==> src/rtl/clk_div_select_x.sv <==
// rtl/clk_div_select_x.sv - glitch-free selectable clock divider
// Switches between divide slots only at the end of a low phase so no runt pulse is produced.
module clk_div_select_x #(
  parameter int unsigned NUM_SEL = 4,
  parameter int unsigned SEL_W   = 2,
  parameter int unsigned CNT_W   = 8
) (
  input  logic                     clk_i,
  input  logic                     rst_n_i,
  input  logic [SEL_W-1:0]         sel_i,
  input  logic                     sel_vld_i,
  input  logic [NUM_SEL*CNT_W-1:0] div_tab_i,
  output logic                     clk_div_o,
  output logic                     clk_en_o,
  output logic [SEL_W-1:0]         sel_cur_o,
  output logic                     busy_o,
  output logic                     sel_ack_o,
  output logic                     err_o
);

  typedef enum logic [1:0] {ST_STOP, ST_RUN, ST_PEND} state_t;

  state_t           state_q, state_d;
  logic [CNT_W-1:0] cnt_q, cnt_d;
  logic [CNT_W-1:0] d_cur_q, d_cur_d;
  logic [CNT_W-1:0] d_req, d_pend;
  logic [SEL_W-1:0] sel_pend_q, sel_pend_d, sel_cur_d;
  logic             div_d, en_d, ack_d, err_d;
  logic             in_range, req_ok, req_bad, phase_end;

  // Table lookups by comparison so an out-of-range index never forms an illegal slice.
  always_comb begin
    d_req  = '0;
    d_pend = '0;
    for (int unsigned k = 0; k < NUM_SEL; k++) begin
      if (sel_i == SEL_W'(k))      d_req  = div_tab_i[k*CNT_W +: CNT_W];
      if (sel_pend_q == SEL_W'(k)) d_pend = div_tab_i[k*CNT_W +: CNT_W];
    end
  end

  assign busy_o    = (state_q == ST_PEND);
  assign in_range  = (32'(sel_i) < NUM_SEL);
  assign req_ok    = sel_vld_i && !busy_o && in_range;
  assign req_bad   = sel_vld_i && !busy_o && !in_range;
  assign phase_end = (cnt_q == d_cur_q - CNT_W'(1));

  always_comb begin
    state_d    = state_q;
    cnt_d      = cnt_q;
    d_cur_d    = d_cur_q;
    sel_cur_d  = sel_cur_o;
    sel_pend_d = sel_pend_q;
    div_d      = clk_div_o;
    en_d       = 1'b0;
    ack_d      = 1'b0;
    err_d      = req_bad;

    if (state_q != ST_STOP) begin
      if (phase_end) begin
        cnt_d = '0;
        div_d = !clk_div_o;
        en_d  = !clk_div_o;
      end else begin
        cnt_d = cnt_q + CNT_W'(1);
      end
    end

    case (state_q)
      ST_STOP: begin
        if (req_ok) begin
          sel_cur_d = sel_i;
          d_cur_d   = d_req;
          cnt_d     = '0;
          ack_d     = 1'b1;
          if (d_req != '0) begin
            state_d = ST_RUN;
            div_d   = 1'b1;
            en_d    = 1'b1;
          end
        end
      end
      ST_RUN: begin
        if (req_ok) begin
          state_d    = ST_PEND;
          sel_pend_d = sel_i;
        end
      end
      ST_PEND: begin
        // Switch only where the low phase ends, so the next edge is a clean rise.
        if (phase_end && !clk_div_o) begin
          sel_cur_d = sel_pend_q;
          d_cur_d   = d_pend;
          cnt_d     = '0;
          ack_d     = 1'b1;
          if (d_pend != '0) begin
            state_d = ST_RUN;
            div_d   = 1'b1;
            en_d    = 1'b1;
          end else begin
            state_d = ST_STOP;
            div_d   = 1'b0;
            en_d    = 1'b0;
          end
        end
      end
      default: state_d = ST_STOP;
    endcase
  end

  always_ff @(posedge clk_i or negedge rst_n_i) begin
    if (!rst_n_i) begin
      state_q    <= ST_STOP;
      cnt_q      <= '0;
      d_cur_q    <= '0;
      sel_cur_o  <= '0;
      sel_pend_q <= '0;
      clk_div_o  <= 1'b0;
      clk_en_o   <= 1'b0;
      sel_ack_o  <= 1'b0;
      err_o      <= 1'b0;
    end else begin
      state_q    <= state_d;
      cnt_q      <= cnt_d;
      d_cur_q    <= d_cur_d;
      sel_cur_o  <= sel_cur_d;
      sel_pend_q <= sel_pend_d;
      clk_div_o  <= div_d;
      clk_en_o   <= en_d;
      sel_ack_o  <= ack_d;
      err_o      <= err_d;
    end
  end

endmodule
==> config.mk <==
export PLATFORM = sky130hd
export DESIGN_NAME = clk_div_select_x
export DESIGN_NICKNAME = d
export VERILOG_FILES = /design/src/rtl/clk_div_select_x.sv
export SDC_FILE = /design/constraint.sdc
export NUM_CORES = 1
export LEC_CHECK = 0
export BUFFER_PORTS_ARGS = -buffer_cell sky130_fd_sc_hd__buf_2
export CAP_MARGIN = 10
export CORE_UTILIZATION = 49
export DETAILED_ROUTE_END_ITERATION = 16
export PLACE_DENSITY = 0.84
export REMOVE_ABC_BUFFERS = 1
export SETUP_SLACK_MARGIN = 0.5
export SYNTH_ARGS = -nofsm -noshare
export SYNTH_HDL_FRONTEND = slang
export SYNTH_SLANG_ARGS = --single-unit
==> constraint.sdc <==
create_clock -name clk_i -period 2.9 [get_ports clk_i]
set_input_delay 0.58 -clock clk_i [delete_from_list [all_inputs] [get_ports clk_i]]
set_output_delay 0.58 -clock clk_i [all_outputs]
set_load 0.02 [all_outputs]
==> metrics.yaml, run 1 <==
clock_tree:
  numClockSinks: 25
  clockBufferDepth: 2
  clock_latency_ns: 0.27
  cts_buffers: 3
  cts_max_level: 1
  cts_tree: "done"
  clkTransAtPathRegs_ns: 0.09
  cts-root-buf: "clkbuf_8"
  holdBufCountCts: 0
synth:
  synth_area_per_cell_um2: 10.6
  synth_top_cell_by_area: "dfrtp_1"
  synth_top_area_frac: 0.333
  synth_seq_cells: 25
  synthTopCellsByArea: "dfrtp_1 (33%), mux4_2 (19%), mux2i_1 (5.9%), xor2_1 (5.1%), a21oi_1 (4.5%)"
  synthTopCellsByCount: "dfrtp_1 (25), a21oi_1 (17), nor2_1 (17)"
  synth_most_common_cell: "dfrtp_1"
  synth_edf_count: 0
  synth_warnings: 0
  synthCells: 177
  ys_types: 43
  synth_ff_type: "dfrtp_1"
  synth_area_um2: 1880
  seq_area_frac_synth: 0.333
  async_flop_share: 1.00
global_routing:
  gr-usage-all-layers: 0.229
  grt.overflow.total: 0
  grt_pass1_vias: 1639
  grt_pass1_wl_mm: 7.36
  grt_max_degree: 26
  antenna_found_initial: 0
drt:
  drt_iter0_drc: 51
  routed_wl_mm: 4.47
  post_drt_wl_per_cell_um: 16.4
  dr_total_vias: 1620
  route.antenna.remaining_nets: 0
  vias_per_cell: 5.93
  firstDrtPassIters: 4
  drc: 0
placement:
  postPlaceCellArea_um2: 2140
  hpwl_mm: 3.22
  port_buffers: 42
  place_ws_ns: 0.0275
  gp_congestion: 0.871
cells_and_area:
  post-route-util: 0.644
  stdcell_area_um2: 2360
  layout-drive-gt1-share: 0.444
  fillers: 292
  syn_to_final_growth_pct: 25.4
  diodes: 0
  final_nets: 266
timing:
  rsz0062_at_grt: "yes"
  setup_ws_ns: 0.270
  post-route-min-period_ns: 2.63
  fmax_ghz: 0.380
  timing.final.crit_share: 0.907
  max_slew_margin: 0.533
  fin_skew_ns: 0.00763
  final-setup-viol-count: 0
  finalMaxSlewViolations: 0
  worst_slew_pin_slew_ns: 0.695
  fin_hold_ws_ns: 0.288
  hold_violations: 0
power:
  ir_worst_vdd_mv: 0.507
  power_mw: 2.09
  powerDensity_nw_per_um2: 889
  p_leak_nw: 1.00
floorplanning:
  io_pins: 44
  row_count: 22
  fp.dieH_um: 63.9
  dieArea_um2: 4090
  initial_core_util: 0.513
  die_x_um: 63.9
  core-area_um2: 3660
hold_path:
  min_path_type: "in2async"
worst_setup_path:
  crit_type: "reg2reg"
  crit_required_ns: 3.04
  endpoint_kind: "flop"
  start_kind: "flop"
  path_max_fanout: 7
  arrival_ns: 2.78
outcome:
  status: "finished clean"
run:
  max_cap_violations: 0
==> cells by family after synthesis <==
family / synth area share
multiplexers: 0.262
AO/OA/AOI/OAI: 0.117
XOR/XNOR: 0.0699
flip-flops: 0.333
buffers and inverters: 0.0459
adder cells (fa/ha/maj): 0.0200
AND/OR/NAND/NOR: 0.150
other: 0.00200
==> worst max-delay path, stage by stage (launching register included) <==
cell and delay (ns):
dfrtp_1 0.38, inv_1 0.06, ha_2 0.17, nor4b_4 0.21
xor2_1 0.11, or4_4 0.46, a211oi_4 0.25, ha_2 0.23
inv_2 0.05, a21o_4 0.22, a31oi_4 0.25, a22oi_1 0.13
==> layout make-up <==
cell class	instances	area (um2)	share of cell area
flip-flops and latches	25	629	0.267
clock inverters	1	5.00	0.00212
multi-input cells	133	1240	0.525
inverters	8	30.0	0.0127
repair buffers	55	353	0.150
well taps	48	60.1	0.0255
clock buffers	3	41.3	0.0175
==> layer usage <==
| layer | vias to the layer above | routed length [um] | global-route usage |
|---|---|---|---|
| li1 | 758 | - | - |
| met1 | 790 | 1830 | 0.278 |
| met2 | 59 | 2350 | 0.407 |
| met3 | 13 | 172 | 0.0321 |
| met4 | 0 | 116 | 0.0881 |
| met5 | - | 0 | 0 |
==> sequential cells by signal, summed over array words and instances (netlist names) <==
register / count
state_q: 2
sel_cur_o: 2
clk_div_o: 1
clk_en_o: 1
d_cur_q: 8
sel_ack_o: 1
sel_pend_q: 2
cnt_q: 8
==> report_power, final <==
part	internal [mW]	switching [mW]	total (mW)
sequential	0.487	0.232	0.719
clock	0.0960	0.109	0.205
combinational	0.592	0.578	1.17
==> path summary, 6_finish.rpt <==
kind	from	end	slack [ns]	cells after the start
min in group clk_i	sel_cur_o[1]	sel_cur_o[1]	0.54	2
worst max register to register	d_cur_q[1]	cnt_q[6]	0.27	11
worst max-delay path	d_cur_q[1]	cnt_q[6]	0.27	11
worst min register to register	sel_cur_o[1]	sel_cur_o[1]	0.54	2
max in group asynchronous	rst_n_i	d_cur_q[2]	2.21	1
worst min-delay path	rst_n_i	cnt_q[6]	0.29	1
==> layout by cell type (no fill, tap or decap), types with 2 or more instances in the layout <==
master and n:
clkbuf_8 3, o21ai_1 2, nand3b_1 3, or3_1 2
nand2_1 7, xnor2_1 4, mux4_2 16, ha_2 2
buf_4 7, inv_1 7, a21oi_1 15, mux2i_1 11
nor4_1 4, and4_1 2, o2111ai_1 2, nand2_2 2
mux2_2 2, nand3_1 3, xor2_1 11, nor2_1 16
dfrtp_2 3, dfrtp_1 22, buf_2 42, nor3_1 2
buf_6 4, nor2_2 2
==> repair_timing <==
item,CTS,global route
pin swaps,12,3
endpoints found under the setup margin,22,23
resized for setup,14,8
buffers inserted,5,1
cloned,0,2
==> through the flow <==
step	cells	setup TNS, ns
2_1_floorplan	166	-0.669
3_3_place_gp	261	0
3_5_place_dp	261	0
4_1_cts	270	0
5_1_grt	273	0
6_report	273	0
No activity file was read; power rests on OpenSTA's default activity.
==> inputs of run 2 (changes only) <==
- CORE_UTILIZATION: 49 -> 36
- PLACE_DENSITY: 0.84 -> 0.66
==> metrics.yaml, run 2 (same netlist as run 1, synthesis figures left out) <==
outcome:
  status: "finished clean"
floorplanning:
  io_pins: 44
  row_count: 25
  dieArea_um2: 5510
  initial_core_util: 0.385
  die_x_um: 74.3
  core-area_um2: 4880
  fp.dieH_um: 74.3
worst_setup_path:
  arrival_ns: 2.84
  crit_type: "reg2reg"
  path_max_fanout: 7
  slowest_stage: "or4_4"
  crit_required_ns: 3.07
  start_kind: "flop"
  worst_path_largest_cell_delay_ns: 0.44
  crit_path_frequent_cell: "ha_2"
  endpoint_kind: "flop"
  crit_chain: "inv_1 -> ha_2 -> nor4b_4 -> xor2_1 -> or4_4 -> a211oi_4 -> ha_2 -> inv_2 -> a21o_4 -> a31oi_4 -> a22oi_1"
hold_path:
  min_path_type: "in2async"
cells_and_area:
  syn_to_final_growth_pct: 35.2
  mostFrequentLayoutCell: "buf_2"
  final_cells: 297
  final_cell_mix: "buf_2 (42), dfrtp_1 (24), mux4_2 (16)"
  final_nets: 271
  layout-drive-gt1-share: 0.522
  reg.largest.list: "cnt_q: 8 flops, d_cur_q: 8 flops"
  post-route-util: 0.521
  diodes: 0
power:
  ir_worst_vdd_mv: 0.395
  powerDensity_nw_per_um2: 895
  p_leak_nw: 1.05
timing:
  fmax_ghz: 0.374
  finalMaxSlewViolations: 0
  rsz0062_at_grt: "yes"
  post-route-min-period_ns: 2.67
  max_slew_margin: 0.587
  hold_violations: 0
  timing.final.crit_share: 0.922
  fin_skew_ns: 0.0134
  final-setup-viol-count: 0
  fin_hold_ws_ns: 0.268
  worst_slew_pin_slew_ns: 0.614
global_routing:
  grt_pass1_wl_mm: 7.05
  gr-usage-all-layers: 0.167
  grt_util_met2: 0.296
  grt_max_degree: 26
  antenna_found_initial: 0
  grt_pass1_vias: 1540
  busiest_layer: "met2"
  met3_usage: 0.0190
  grt_use_met1: 0.216
  grt.overflow.total: 0
drt:
  dr_total_vias: 1563
  routed_wl_mm: 4.25
  post_drt_wl_per_cell_um: 14.3
  route.antenna.remaining_nets: 0
  drc: 0
  firstDrtPassIters: 4
  drt_iter0_drc: 63
  vias_per_cell: 5.26
placement:
  hpwl_mm: 3.02
  gp_congestion: 0.810
  port_buffers: 42
  dp_cells: 281
clock_tree:
  cts-root-buf: "clkbuf_8"
  numClockSinks: 25
  clock_latency_ns: 0.29
  cts_tree: "done"
  cts_max_level: 1
  clockBufferDepth: 2
  clkTransAtPathRegs_ns: 0.10
  cts_buffers: 3
run:
  max_cap_violations: 0
[run 2: cell types whose count changed in the layout (fill, tap and decap cells not counted), moves of 3 or more]
cell and delta:
buf_16 +3, a21oi_1 -6, nor2_4 +5, a21oi_2 +6, nor2_2 +4, nor2_1 -9
[run 2: per-stage QoR]
step | TNS [ns] | total power [mW] | setup slack, ns | instance area, um2
2_1_floorplan | -0.669 | 1.40 | -0.0669 | 1820
3_3_place_gp | 0 | 1.68 | 0.0429 | 2170
3_5_place_dp | -0.0810 | 1.69 | -0.0502 | 2170
4_1_cts | 0 | 2.17 | 0.291 | 2450
5_1_grt | 0 | 2.43 | 0.0654 | 2540
6_report | 0 | 2.27 | 0.225 | 2540
[run 2: timing repair]
item                       4_1_cts  5_1_grt
gates cloned                     3        0
hold buffers                     0        0
resized for setup               30       17
pin swaps                       11        3
setup endpoints to repair       23       23
setup buffers                    6        3
[run 2: worst paths after layout]
check | startpoint | endpoint | slack (ns) | cells past startpoint
min reg2reg | sel_cur_o[1] | sel_cur_o[1] | 0.56 | 2
max in group asynchronous | rst_n_i | d_cur_q[3] | 2.20 | 1
max | d_cur_q[1] | cnt_q[6] | 0.23 | 11
min in group clk_i | sel_cur_o[1] | sel_cur_o[1] | 0.56 | 2
min | rst_n_i | sel_pend_q[1] | 0.27 | 1
max reg2reg | d_cur_q[1] | cnt_q[6] | 0.23 | 11
[run 2: cell type report]
cell class | count | area, um2
multi-input combinational | 133 | 1320
clock buffer | 3 | 41.3
inverter | 8 | 30.0
timing repair buffer | 60 | 437
tap | 67 | 83.8
sequential | 25 | 627
clock inverter | 1 | 7.51
fill | 445 | 2340
[run 2: where the power goes]
group          leakage (nW)  internal (mW)  switching [mW]
combinational         0.722          0.697           0.632
clock                0.0217         0.0981           0.127
sequential            0.302          0.484           0.235
total                  1.05           1.28           0.994
[run 2: critical path: cells and delay by family, from the launching register on]
| kind | cells | cell delay (ns) |
|---|---|---|
| compound gates | 4 | 0.85 |
| simple gates | 2 | 0.68 |
| flops | 1 | 0.40 |
| fa+ha+maj | 2 | 0.40 |
| buf+inv | 2 | 0.12 |
| xor+xnor | 1 | 0.10 |
[run 2: routing by layer]
metal	wire length [um]	part of all wire	vias up
met5	0	0	-
li1	-	-	763
met1	1890	0.44	751
met3	156	0.037	5
met2	2150	0.50	44
met4	60	0.014	0
==> inputs of run 3 (changes only) <==
- GPL_TIMING_DRIVEN: not set -> 0
==> metrics.yaml, run 3 (same netlist as run 1, synthesis figures left out) <==
drt:
  vias_per_cell: 5.24
  routed_wl_mm: 4.12
  drt_iter0_drc: 61
  firstDrtPassIters: 4
  dr_total_vias: 1546
  post_drt_wl_per_cell_um: 14.0
  route.antenna.remaining_nets: 0
  drc: 0
power:
  p_seq_frac: 0.349
  powerDensity_nw_per_um2: 861
  combPwrFrac: 0.548
  p_leak_nw: 0.997
  power_switching_mw: 0.925
  power_frac_clock: 0.104
  ir_worst_vdd_mv: 0.455
  p_sw_frac: 0.445
  p_int_mw: 1.16
timing:
  finalMaxSlewViolations: 0
  hold_violations: 0
  worst_slew_pin_slew_ns: 0.711
  post-route-min-period_ns: 2.67
  timing.final.crit_share: 0.922
  fin_skew_ns: 0.0127
  rsz0062_at_grt: "yes"
  fmax_ghz: 0.374
  final-setup-viol-count: 0
  setup_ws_ns: 0.227
  max_slew_margin: 0.524
  fin_hold_ws_ns: 0.277
global_routing:
  grt_pass1_vias: 1534
  gr-usage-all-layers: 0.164
  antenna_found_initial: 0
  busiest_layer: "met2"
  grt.overflow.total: 0
  grt_util_met2: 0.305
  grt_pass1_wl_mm: 6.97
  grt_use_met1: 0.206
  met3_usage: 0.0190
  grt_max_degree: 26
floorplanning:
  dieArea_um2: 5510
  row_count: 25
  io_pins: 44
  die_x_um: 74.3
  core-area_um2: 4880
  initial_core_util: 0.385
  fp.dieH_um: 74.3
placement:
  gp_congestion: 0.810
  place_ws_ns: -0.547
  port_buffers: 42
  hpwl_mm: 2.95
  postPlaceCellArea_um2: 2120
cells_and_area:
  final_cell_mix: "buf_2 (42), dfrtp_1 (22), nor2_1 (16), a21oi_1 (16), mux4_2 (16)"
  reg.largest.list: "cnt_q: 8 flops, d_cur_q: 8 flops"
  stdcell_area_um2: 2410
  syn_to_final_growth_pct: 28.5
  post-route-util: 0.495
  layout-drive-gt1-share: 0.465
  mostFrequentLayoutCell: "buf_2"
  final_nets: 269
  diodes: 0
worst_setup_path:
  crit_required_ns: 3.05
  crit_chain: "nor3_4 -> a21boi_2 -> or4_4 -> a211oi_4 -> ha_2 -> inv_2 -> a21o_4 -> a31oi_4 -> a21oi_1"
  start_kind: "flop"
  slowest_stage: "or4_4"
  path_max_fanout: 7
  worst_path_largest_cell_delay_ns: 0.54
  endpoint_kind: "flop"
  crit_type: "reg2reg"
  arrival_ns: 2.82
run:
  max_cap_violations: 0
outcome:
  status: "finished clean"
clock_tree:
  clkTransAtPathRegs_ns: 0.10
  clock_latency_ns: 0.27
  cts-root-buf: "clkbuf_8"
  cts_max_level: 1
  cts_tree: "done"
  cts_buffers: 3
  numClockSinks: 25
  clockBufferDepth: 2
hold_path:
  min_path_type: "in2async"
## run 3: worst max-delay path: cells and delay by family (launching register included)
family | cells | cell delay [ns]
compound gates | 5 | 1.02
simple gates | 2 | 0.78
flops | 1 | 0.48
fa+ha+maj | 1 | 0.23
buf+inv | 1 | 0.05
## run 3: worst paths after layout
| check | startpoint | cells after the start | to | slack (ns) |
|---|---|---|---|---|
| setup / recovery | d_cur_q[3] | 9 | cnt_q[7] | 0.23 |
| hold / removal | rst_n_i | 1 | sel_pend_q[0] | 0.28 |
| setup reg to reg | d_cur_q[3] | 9 | cnt_q[7] | 0.23 |
| hold reg to reg | sel_cur_o[1] | 2 | sel_cur_o[1] | 0.53 |
| max in group asynchronous | rst_n_i | 1 | d_cur_q[2] | 2.21 |
| min in group clk_i | sel_cur_o[1] | 2 | sel_cur_o[1] | 0.53 |
## run 3: per-layer routing
layer  part of all wire  vias up  wire length, um
met3              0.034        2              140
met4             0.0053        0               22
met5                  0        -                0
met1               0.45      740             1850
li1                   -      763                -
met2               0.51       41             2110
## run 3: power groups by stage
| stage | clock (mW) | combinational [mW] | sequential [mW] |
|---|---|---|---|
| 6_report | 0.216 | 1.14 | 0.725 |
| 3_5_place_dp | 0 | 0.926 | 0.712 |
| 3_3_place_gp | 0 | 0.911 | 0.711 |
| 4_1_cts | 0.220 | 1.08 | 0.714 |
| 2_1_floorplan | 0 | 0.699 | 0.696 |
| 5_1_grt | 0.230 | 1.25 | 0.760 |
## run 3: layout make-up
class                   count  area, um2
well taps                  67       83.8
repair buffers             55        327
fillers                   463       2460
flip-flops and latches     25        629
clock inverters             1       7.51
clock buffers               3       41.3
multi-input cells         136       1300
inverters                   8       30.0
## run 3: what timing repair did
action,4_1_cts,5_1_grt
setup endpoints to repair,24,23
hold buffers,0,0
pin swaps,13,8
gates cloned,2,1
setup buffers,10,3
gates resized for setup,21,11
## run 3: per-stage QoR
step | cells | total power [mW] | TNS, ns
after floorplan | 166 | 1.40 | -0.669
after global placement | 275 | 1.62 | -6.30
after detailed placement | 275 | 1.64 | -7.03
after CTS | 291 | 2.02 | 0
after global routing | 295 | 2.24 | 0
final | 295 | 2.08 | 0
